### src/rtl/nios_system_ram_arbiter_if.sv
// nios_system_ram_arbiter_if: one requester port of the RAM arbiter.
// The master modport is the requester side, the slave modport is the arbiter side.

interface nios_system_ram_arbiter_if #(
    parameter int ADDR_W = 7,
    parameter int DATA_W = 32,
    parameter int BE_W   = 4
);
    logic [ADDR_W-1:0] address;
    logic [BE_W-1:0]   byteenable;
    logic              read;
    logic              write;
    logic [DATA_W-1:0] writedata;
    logic              lock;
    logic              waitrequest;
    logic [DATA_W-1:0] readdata;
    logic              readdatavalid;

    modport master (
        output address, byteenable, read, write, writedata, lock,
        input  waitrequest, readdata, readdatavalid
    );

    modport slave (
        input  address, byteenable, read, write, writedata, lock,
        output waitrequest, readdata, readdatavalid
    );
endinterface

### src/rtl/nios_system_ram_arbiter.sv
// nios_system_ram_arbiter: two requesters share one single-port RAM (port s1).
// Grants are decided combinationally with round-robin on contention, accesses are
// accepted in the cycle they are granted, and read data returns one cycle later.
// Optional feature: define NIOS_SYSTEM_RAM_ARB_LOCK_EN to let the last granted
// requester keep the RAM while it asserts lock, bounded to 8 consecutive grants.

module nios_system_ram_arbiter #(
    parameter int ADDR_W = 7,
    parameter int DATA_W = 32,
    parameter int BE_W   = 4
) (
    input  logic                      clk,
    input  logic                      reset_n,
    nios_system_ram_arbiter_if.slave  m0,
    nios_system_ram_arbiter_if.slave  m1,
    output logic [ADDR_W-1:0]         ram_address,
    output logic [BE_W-1:0]           ram_byteenable,
    output logic                      ram_chipselect,
    output logic                      ram_write,
    output logic [DATA_W-1:0]         ram_writedata,
    input  logic [DATA_W-1:0]         ram_readdata
);

    logic req0;
    logic req1;
    logic grant0;
    logic grant1;

    logic last_grant_q;
    logic last_grant_d;
    logic rd_pending_q;
    logic rd_pending_d;
    logic rd_owner_q;
    logic rd_owner_d;

    assign req0 = m0.read | m0.write;
    assign req1 = m1.read | m1.write;

`ifdef NIOS_SYSTEM_RAM_ARB_LOCK_EN
    logic [2:0] lock_cnt_q;
    logic [2:0] lock_cnt_d;
    logic       hold0;
    logic       hold1;

    // A lock only counts for the requester that owned the last grant, and a
    // count of 7 means the owner already had 8 grants in a row, so it yields once.
    assign hold0 = ~last_grant_q & m0.lock & req0 & (lock_cnt_q != 3'd7);
    assign hold1 =  last_grant_q & m1.lock & req1 & (lock_cnt_q != 3'd7);
`else
    logic unused_lock;
    assign unused_lock = m0.lock | m1.lock;
`endif

    // Pick at most one winner this cycle; reset suppresses every grant.
    always_comb begin
        grant0 = 1'b0;
        grant1 = 1'b0;
        if (reset_n) begin
            if (req0 && req1) begin
`ifdef NIOS_SYSTEM_RAM_ARB_LOCK_EN
                if (hold0) begin
                    grant0 = 1'b1;
                end else if (hold1) begin
                    grant1 = 1'b1;
                end else if (last_grant_q) begin
                    grant0 = 1'b1;
                end else begin
                    grant1 = 1'b1;
                end
`else
                if (last_grant_q) begin
                    grant0 = 1'b1;
                end else begin
                    grant1 = 1'b1;
                end
`endif
            end else if (req0) begin
                grant0 = 1'b1;
            end else if (req1) begin
                grant1 = 1'b1;
            end
        end
    end

    // Steer the granted requester onto the RAM port; an idle port drives all zeros.
    always_comb begin
        ram_chipselect = 1'b0;
        ram_write      = 1'b0;
        ram_address    = '0;
        ram_byteenable = '0;
        ram_writedata  = '0;
        if (grant0) begin
            ram_chipselect = 1'b1;
            ram_write      = m0.write;
            ram_address    = m0.address;
            ram_byteenable = m0.byteenable;
            ram_writedata  = m0.writedata;
        end else if (grant1) begin
            ram_chipselect = 1'b1;
            ram_write      = m1.write;
            ram_address    = m1.address;
            ram_byteenable = m1.byteenable;
            ram_writedata  = m1.writedata;
        end
    end

    // Next arbitration history and read-return bookkeeping.
    always_comb begin
        last_grant_d = last_grant_q;
        if (grant0) begin
            last_grant_d = 1'b0;
        end else if (grant1) begin
            last_grant_d = 1'b1;
        end
        rd_pending_d = (grant0 | grant1) & ~ram_write;
        rd_owner_d   = rd_pending_d ? grant1 : rd_owner_q;
    end

`ifdef NIOS_SYSTEM_RAM_ARB_LOCK_EN
    // Count consecutive locked grants to the same owner; anything else restarts it.
    always_comb begin
        lock_cnt_d = lock_cnt_q;
        if (grant0) begin
            lock_cnt_d = hold0 ? lock_cnt_q + 3'd1 : 3'd0;
        end else if (grant1) begin
            lock_cnt_d = hold1 ? lock_cnt_q + 3'd1 : 3'd0;
        end
    end

    // Lock counter register; reset starts with no lock history.
    always_ff @(posedge clk or negedge reset_n) begin
        if (!reset_n) begin
            lock_cnt_q <= 3'd0;
        end else begin
            lock_cnt_q <= lock_cnt_d;
        end
    end
`endif

    // Arbitration and read state; reset makes m0 win the first tie and drops any read in flight.
    always_ff @(posedge clk or negedge reset_n) begin
        if (!reset_n) begin
            last_grant_q <= 1'b1;
            rd_pending_q <= 1'b0;
            rd_owner_q   <= 1'b0;
        end else begin
            last_grant_q <= last_grant_d;
            rd_pending_q <= rd_pending_d;
            rd_owner_q   <= rd_owner_d;
        end
    end

    assign m0.waitrequest   = req0 & ~grant0;
    assign m1.waitrequest   = req1 & ~grant1;

    assign m0.readdatavalid = rd_pending_q & ~rd_owner_q;
    assign m1.readdatavalid = rd_pending_q &  rd_owner_q;
    assign m0.readdata      = (rd_pending_q & ~rd_owner_q) ? ram_readdata : '0;
    assign m1.readdata      = (rd_pending_q &  rd_owner_q) ? ram_readdata : '0;

endmodule

### src/flat_wrapper.sv
// flat-port wrapper written by rule: the top's interface ports become plain ports
module nios_system_ram_arbiter_flat 
#(
    parameter int ADDR_W = 7,
    parameter int DATA_W = 32,
    parameter int BE_W   = 4
)
  (clk, reset_n, ram_address, ram_byteenable, ram_chipselect, ram_write, ram_writedata, ram_readdata, m0_address, m0_byteenable, m0_read, m0_write, m0_writedata, m0_lock, m0_waitrequest, m0_readdata, m0_readdatavalid, m1_address, m1_byteenable, m1_read, m1_write, m1_writedata, m1_lock, m1_waitrequest, m1_readdata, m1_readdatavalid);
  nios_system_ram_arbiter_if #(.ADDR_W(ADDR_W), .DATA_W(DATA_W), .BE_W(BE_W)) m0_i ();
  nios_system_ram_arbiter_if #(.ADDR_W(ADDR_W), .DATA_W(DATA_W), .BE_W(BE_W)) m1_i ();
  input  logic clk;
  input  logic reset_n;
  output logic [ADDR_W-1:0] ram_address;
  output logic [BE_W-1:0] ram_byteenable;
  output logic ram_chipselect;
  output logic ram_write;
  output logic [DATA_W-1:0] ram_writedata;
  input  logic [DATA_W-1:0] ram_readdata;
  input wire logic [$bits(m0_i.address)-1:0] m0_address;
  input wire logic [$bits(m0_i.byteenable)-1:0] m0_byteenable;
  input wire logic [$bits(m0_i.read)-1:0] m0_read;
  input wire logic [$bits(m0_i.write)-1:0] m0_write;
  input wire logic [$bits(m0_i.writedata)-1:0] m0_writedata;
  input wire logic [$bits(m0_i.lock)-1:0] m0_lock;
  output wire logic [$bits(m0_i.waitrequest)-1:0] m0_waitrequest;
  output wire logic [$bits(m0_i.readdata)-1:0] m0_readdata;
  output wire logic [$bits(m0_i.readdatavalid)-1:0] m0_readdatavalid;
  input wire logic [$bits(m1_i.address)-1:0] m1_address;
  input wire logic [$bits(m1_i.byteenable)-1:0] m1_byteenable;
  input wire logic [$bits(m1_i.read)-1:0] m1_read;
  input wire logic [$bits(m1_i.write)-1:0] m1_write;
  input wire logic [$bits(m1_i.writedata)-1:0] m1_writedata;
  input wire logic [$bits(m1_i.lock)-1:0] m1_lock;
  output wire logic [$bits(m1_i.waitrequest)-1:0] m1_waitrequest;
  output wire logic [$bits(m1_i.readdata)-1:0] m1_readdata;
  output wire logic [$bits(m1_i.readdatavalid)-1:0] m1_readdatavalid;
  assign m0_i.address = m0_address;
  assign m0_i.byteenable = m0_byteenable;
  assign m0_i.read = m0_read;
  assign m0_i.write = m0_write;
  assign m0_i.writedata = m0_writedata;
  assign m0_i.lock = m0_lock;
  assign m0_waitrequest = m0_i.waitrequest;
  assign m0_readdata = m0_i.readdata;
  assign m0_readdatavalid = m0_i.readdatavalid;
  assign m1_i.address = m1_address;
  assign m1_i.byteenable = m1_byteenable;
  assign m1_i.read = m1_read;
  assign m1_i.write = m1_write;
  assign m1_i.writedata = m1_writedata;
  assign m1_i.lock = m1_lock;
  assign m1_waitrequest = m1_i.waitrequest;
  assign m1_readdata = m1_i.readdata;
  assign m1_readdatavalid = m1_i.readdatavalid;
  nios_system_ram_arbiter #(.ADDR_W(ADDR_W), .DATA_W(DATA_W), .BE_W(BE_W)) u_core (.clk(clk), .reset_n(reset_n), .m0(m0_i), .m1(m1_i), .ram_address(ram_address), .ram_byteenable(ram_byteenable), .ram_chipselect(ram_chipselect), .ram_write(ram_write), .ram_writedata(ram_writedata), .ram_readdata(ram_readdata));
endmodule
### config.mk
export PLATFORM = sky130hd
export DESIGN_NAME = nios_system_ram_arbiter_flat
export DESIGN_NICKNAME = d
export VERILOG_FILES = /design/src/rtl/nios_system_ram_arbiter_if.sv /design/src/rtl/nios_system_ram_arbiter.sv /design/src/flat_wrapper.sv
export SDC_FILE = /design/constraint.sdc
export NUM_CORES = 1
export LEC_CHECK = 0
export CAP_MARGIN = 20
export CORE_AREA = 2 2 94 96
export DETAILED_ROUTE_END_ITERATION = 10
export DIE_AREA = 0 0 96 98
export DONT_BUFFER_PORTS = 1
export SLEW_MARGIN = 15
export SYNTH_ARGS = -nofsm -noshare
export SYNTH_HDL_FRONTEND = slang
export SYNTH_SLANG_ARGS = --single-unit
### constraint.sdc
create_clock -name clk -period 3.3 [get_ports clk]
set_input_delay 0.33 -clock clk [delete_from_list [all_inputs] [get_ports clk]]
set_output_delay 0.33 -clock clk [all_outputs]
set_load 0.02 [all_outputs]
==> impl_metrics.csv <==
group,metric,value,unit
clocking,postCtsHoldBufs,1,
yosys,largest_family_of_logic_cells_by_synthesized_area,"compound AO/OA/AOI/OAI gates",
yosys,synth.cell_area,1190,µm²
critical_path,reg2reg_depth,4,
yosys,synth_nets,282,
die,io_pins,239,
die,die_w,96,µm
job,drv_cap,0,
yosys,post-synth-top-area-cell,"a22o_1",
finish,finalCoreUtilization,0.152,
critical_path,crit_path_end_kind,"output port",
timing,clock_skew,1.15,ps
power,peakVddDrop,0.107,mV
timing,timing.final.setup_violations,0,
placed_design,placedCellCount,251,
clocking,clk_root_buffer_cell,"clkbuf_8",
timing,final_max_slew_viol_count,0,
status,outcome,"completed",
timing,worst_slew_margin_relative_to_its_limit,0.449,
finish,fin_nets,275,
yosys,synth.area.top_cells,"a22o_1 18%, and2_1 18%, and3_1 17%, a22o_2 15%, buf_6 8.5%",
clocking,path_clk_slew,30,ps
route,drc,0,
route,num_vias,1323,
timing,finalHoldViolations,0,
global_routing,globalRoute.totalOverflow,0,
critical_path,critPathMaxFanout,34,
finish,final_cells,256,
critical_path,required,2970,ps
placed_design,detailedPlacementHpwl,5660,µm
clocking,tritoncts,"built",
critical_path,worst_ep_arrival_time,1860,ps
critical_path,cpMaxStageDelayCell,"nor2b_2",
clocking,cts_inserted_buffers,3,
yosys,synth.area.mux_share,0,
timing,peak_freq,456,MHz
clocking,clk_latency,220,ps
finish,layout-area-overhead-vs-synth,8.00,%
yosys,synth-warning-count,0,
finish,antenna_cells,0,
die,floorplan.die.height,98,µm
global_routing,globalRouteTotalUtil,0.117,
critical_path,timing.critical_path.cells,"buf_4 > nor2b_2 > and2_1",
power,power-per-cell-area,397,nW/µm²
power,power.static_leakage,0.000624,µW
critical_path,crit_family,"simple AND/OR/NAND/NOR gates",
route,post_drt_wl_per_cell,24.3,µm
finish,drive_above_1_share,0.216,
critical_path,worstSetupPathDepth,3,
critical_path,critical_path_class,"flip-flop to output port",
yosys,compound_gate_portion_of_the_synthesized_area,0.412,
placed_design,place_ws,1290,ps
route,drtIter0Drc,53,
clocking,postCtsSetupBuffers,0,
global_routing,grt_pass1_wl,7690,µm
yosys,arithmetic_cell_share_of_the_synthesized_area_counting_full_adders_half_adders_and_majority_gates,0,
timing,layout_worst_path_cycle_share,0.664,
global_routing,maximum_number_of_pins_on_one_net_before_global_route_repair,45,
die,die_area,9410,µm²
timing,finalSetupTns,0,ps
yosys,netlist-cell-type-count,24,
clocking,clkSinkCount,3,
critical_path,count_of_buffering_cells_on_the_critical_path_with_inverters_included,1,
yosys,synthCells,156,
yosys,syn_avg_cell_area,7.62,µm²
placed_design,port-buffer-count,0,
critical_path,cpPeakStageDelay,730,ps
min_path,hp-class,"primary input to flip-flop",
route,final_wirelength,6220,µm
global_routing,antenna_found_initial,0,
timing,rsz0062_at_grt,"no",
route,detailed_routing_iterations_pass_1,4,
die,core-area,8470,µm²
die,core.rowCount,34,
clocking,clock_tree.htree_level_count,1,
critical_path,timing.critical_path.from_type,"flip-flop",
clocking,cts_resized,0,
min_path,hold_path_depth,2,
timing,worst_slew_pin_slew,822,ps
yosys,post_synthesis_sequential_element_count,3,
clocking,clock_tree.buffer_depth,2,
timing,final_critical_path_setup_slack,1110,ps
yosys,synth_simple_gate_area_share,0.404,
route,vias_per_instance,5.17,
placed_design,gpl.final_weighted_congestion,0.812,
yosys,synth_top_area_frac,0.184,
yosys,yosys.area_share.xor_xnor,0,
timing,final.min_clock_period,2190,ps
die,effective_utilization_at_floorplan,0.140,
route,ant_nets,0,
global_routing,first_global_vias,1186,
yosys,ys_seq_area_frac,0.0642,
[area by class of cell]
class	instances	area, µm²
clock buffer	4	45.0
fill	960	7180
inverter	2	7.51
multi-input combinational	133	972
sequential	3	76.3
tap	108	135
timing repair buffer	6	47.5
[cells by family after synthesis]
group	Yosys count
AO/OA/AOI/OAI	56
flip-flops	3
AND/OR/NAND/NOR	77
buffers and inverters	20
[power breakdown]
| group | internal (µW) | switching, µW | total, µW | leakage, µW |
|---|---|---|---|---|
| logic | 94.5 | 258 | 353 | 0.000567 |
| registers | 45.0 | 5.12 | 50.1 | 0.0000343 |
| clock network | 82.3 | 23.9 | 106 | 0.0000228 |
| total | 222 | 287 | 509 | 0.000624 |
[worst paths after layout]
| check | from | end | slack [ps] |
|---|---|---|---|
| setup / recovery | u_core.rd_pending_q$_DFF_PN0_ | m0_readdata[12] | 1110 |
| max in group asynchronous | reset_n | u_core.last_grant_q$_DFFE_PN1P_ | 2710 |
| setup reg to reg | u_core.last_grant_q$_DFFE_PN1P_ | u_core.last_grant_q$_DFFE_PN1P_ | 1890 |
| min in group asynchronous | reset_n | u_core.rd_owner_q$_DFFE_PN0P_ | 370 |
| hold / removal | reset_n | u_core.last_grant_q$_DFFE_PN1P_ | 280 |
| hold reg to reg | u_core.last_grant_q$_DFFE_PN1P_ | u_core.last_grant_q$_DFFE_PN1P_ | 540 |
[registers in the layout, summed over array words and instances, names as in the netlist]
register and flops:
u_core.last_grant_q 1, u_core.rd_owner_q 1, u_core.rd_pending_q 1
[through the flow]
stage	hold WS [ps]	total power, µW	area (µm²)
floorplan	34.4	372	1190
global placement	34.6	400	1230
detailed placement	34.6	407	1230
CTS	273	518	1280
global route	309	551	1280
finish	282	509	1280
[layout by cell type, fill, tap and decap left out, drive strengths merged]
cell / instances
clkbuf: 4
o21ai: 1
a31oi: 1
and2: 34
a22o: 43
a21boi: 2
and3b: 1
o21bai: 1
dlygate4sd3: 1
dfstp: 1
o211a: 1
and3: 32
nor2: 6
nor2b: 2
inv: 2
nand2: 1
dfrtp: 2
nor3: 1
a21oi: 4
buf: 5
o21ba: 2
o22ai: 1
[cells in the mapped netlist]
library cell	count
o21ba_2	1
a21boi_0	2
o21bai_1	1
and3_1	32
dfrtp_1	2
clkbuf_1	9
dfstp_2	1
a22o_1	25
nand2_1	1
o211a_1	1
buf_6	9
and3b_2	1
nor2_1	5
and2_1	34
nor3_4	1
inv_1	2
a21oi_1	4
o21ai_1	1
a31oi_1	1
nor2b_1	2
o22ai_1	1
o21ba_1	1
a22o_2	18
nor2_2	1
[metal layers]
| metal | GRT usage | vias up | routed length, µm |
|---|---|---|---|
| met5 | 0 | - | 0 |
| met4 | 0.0451 | 0 | 108 |
| met3 | 0.0262 | 4 | 632 |
| met2 | 0.218 | 145 | 3160 |
| met1 | 0.124 | 607 | 2320 |
| li1 | - | 567 | - |
Power figures use the tool's default switching activity.
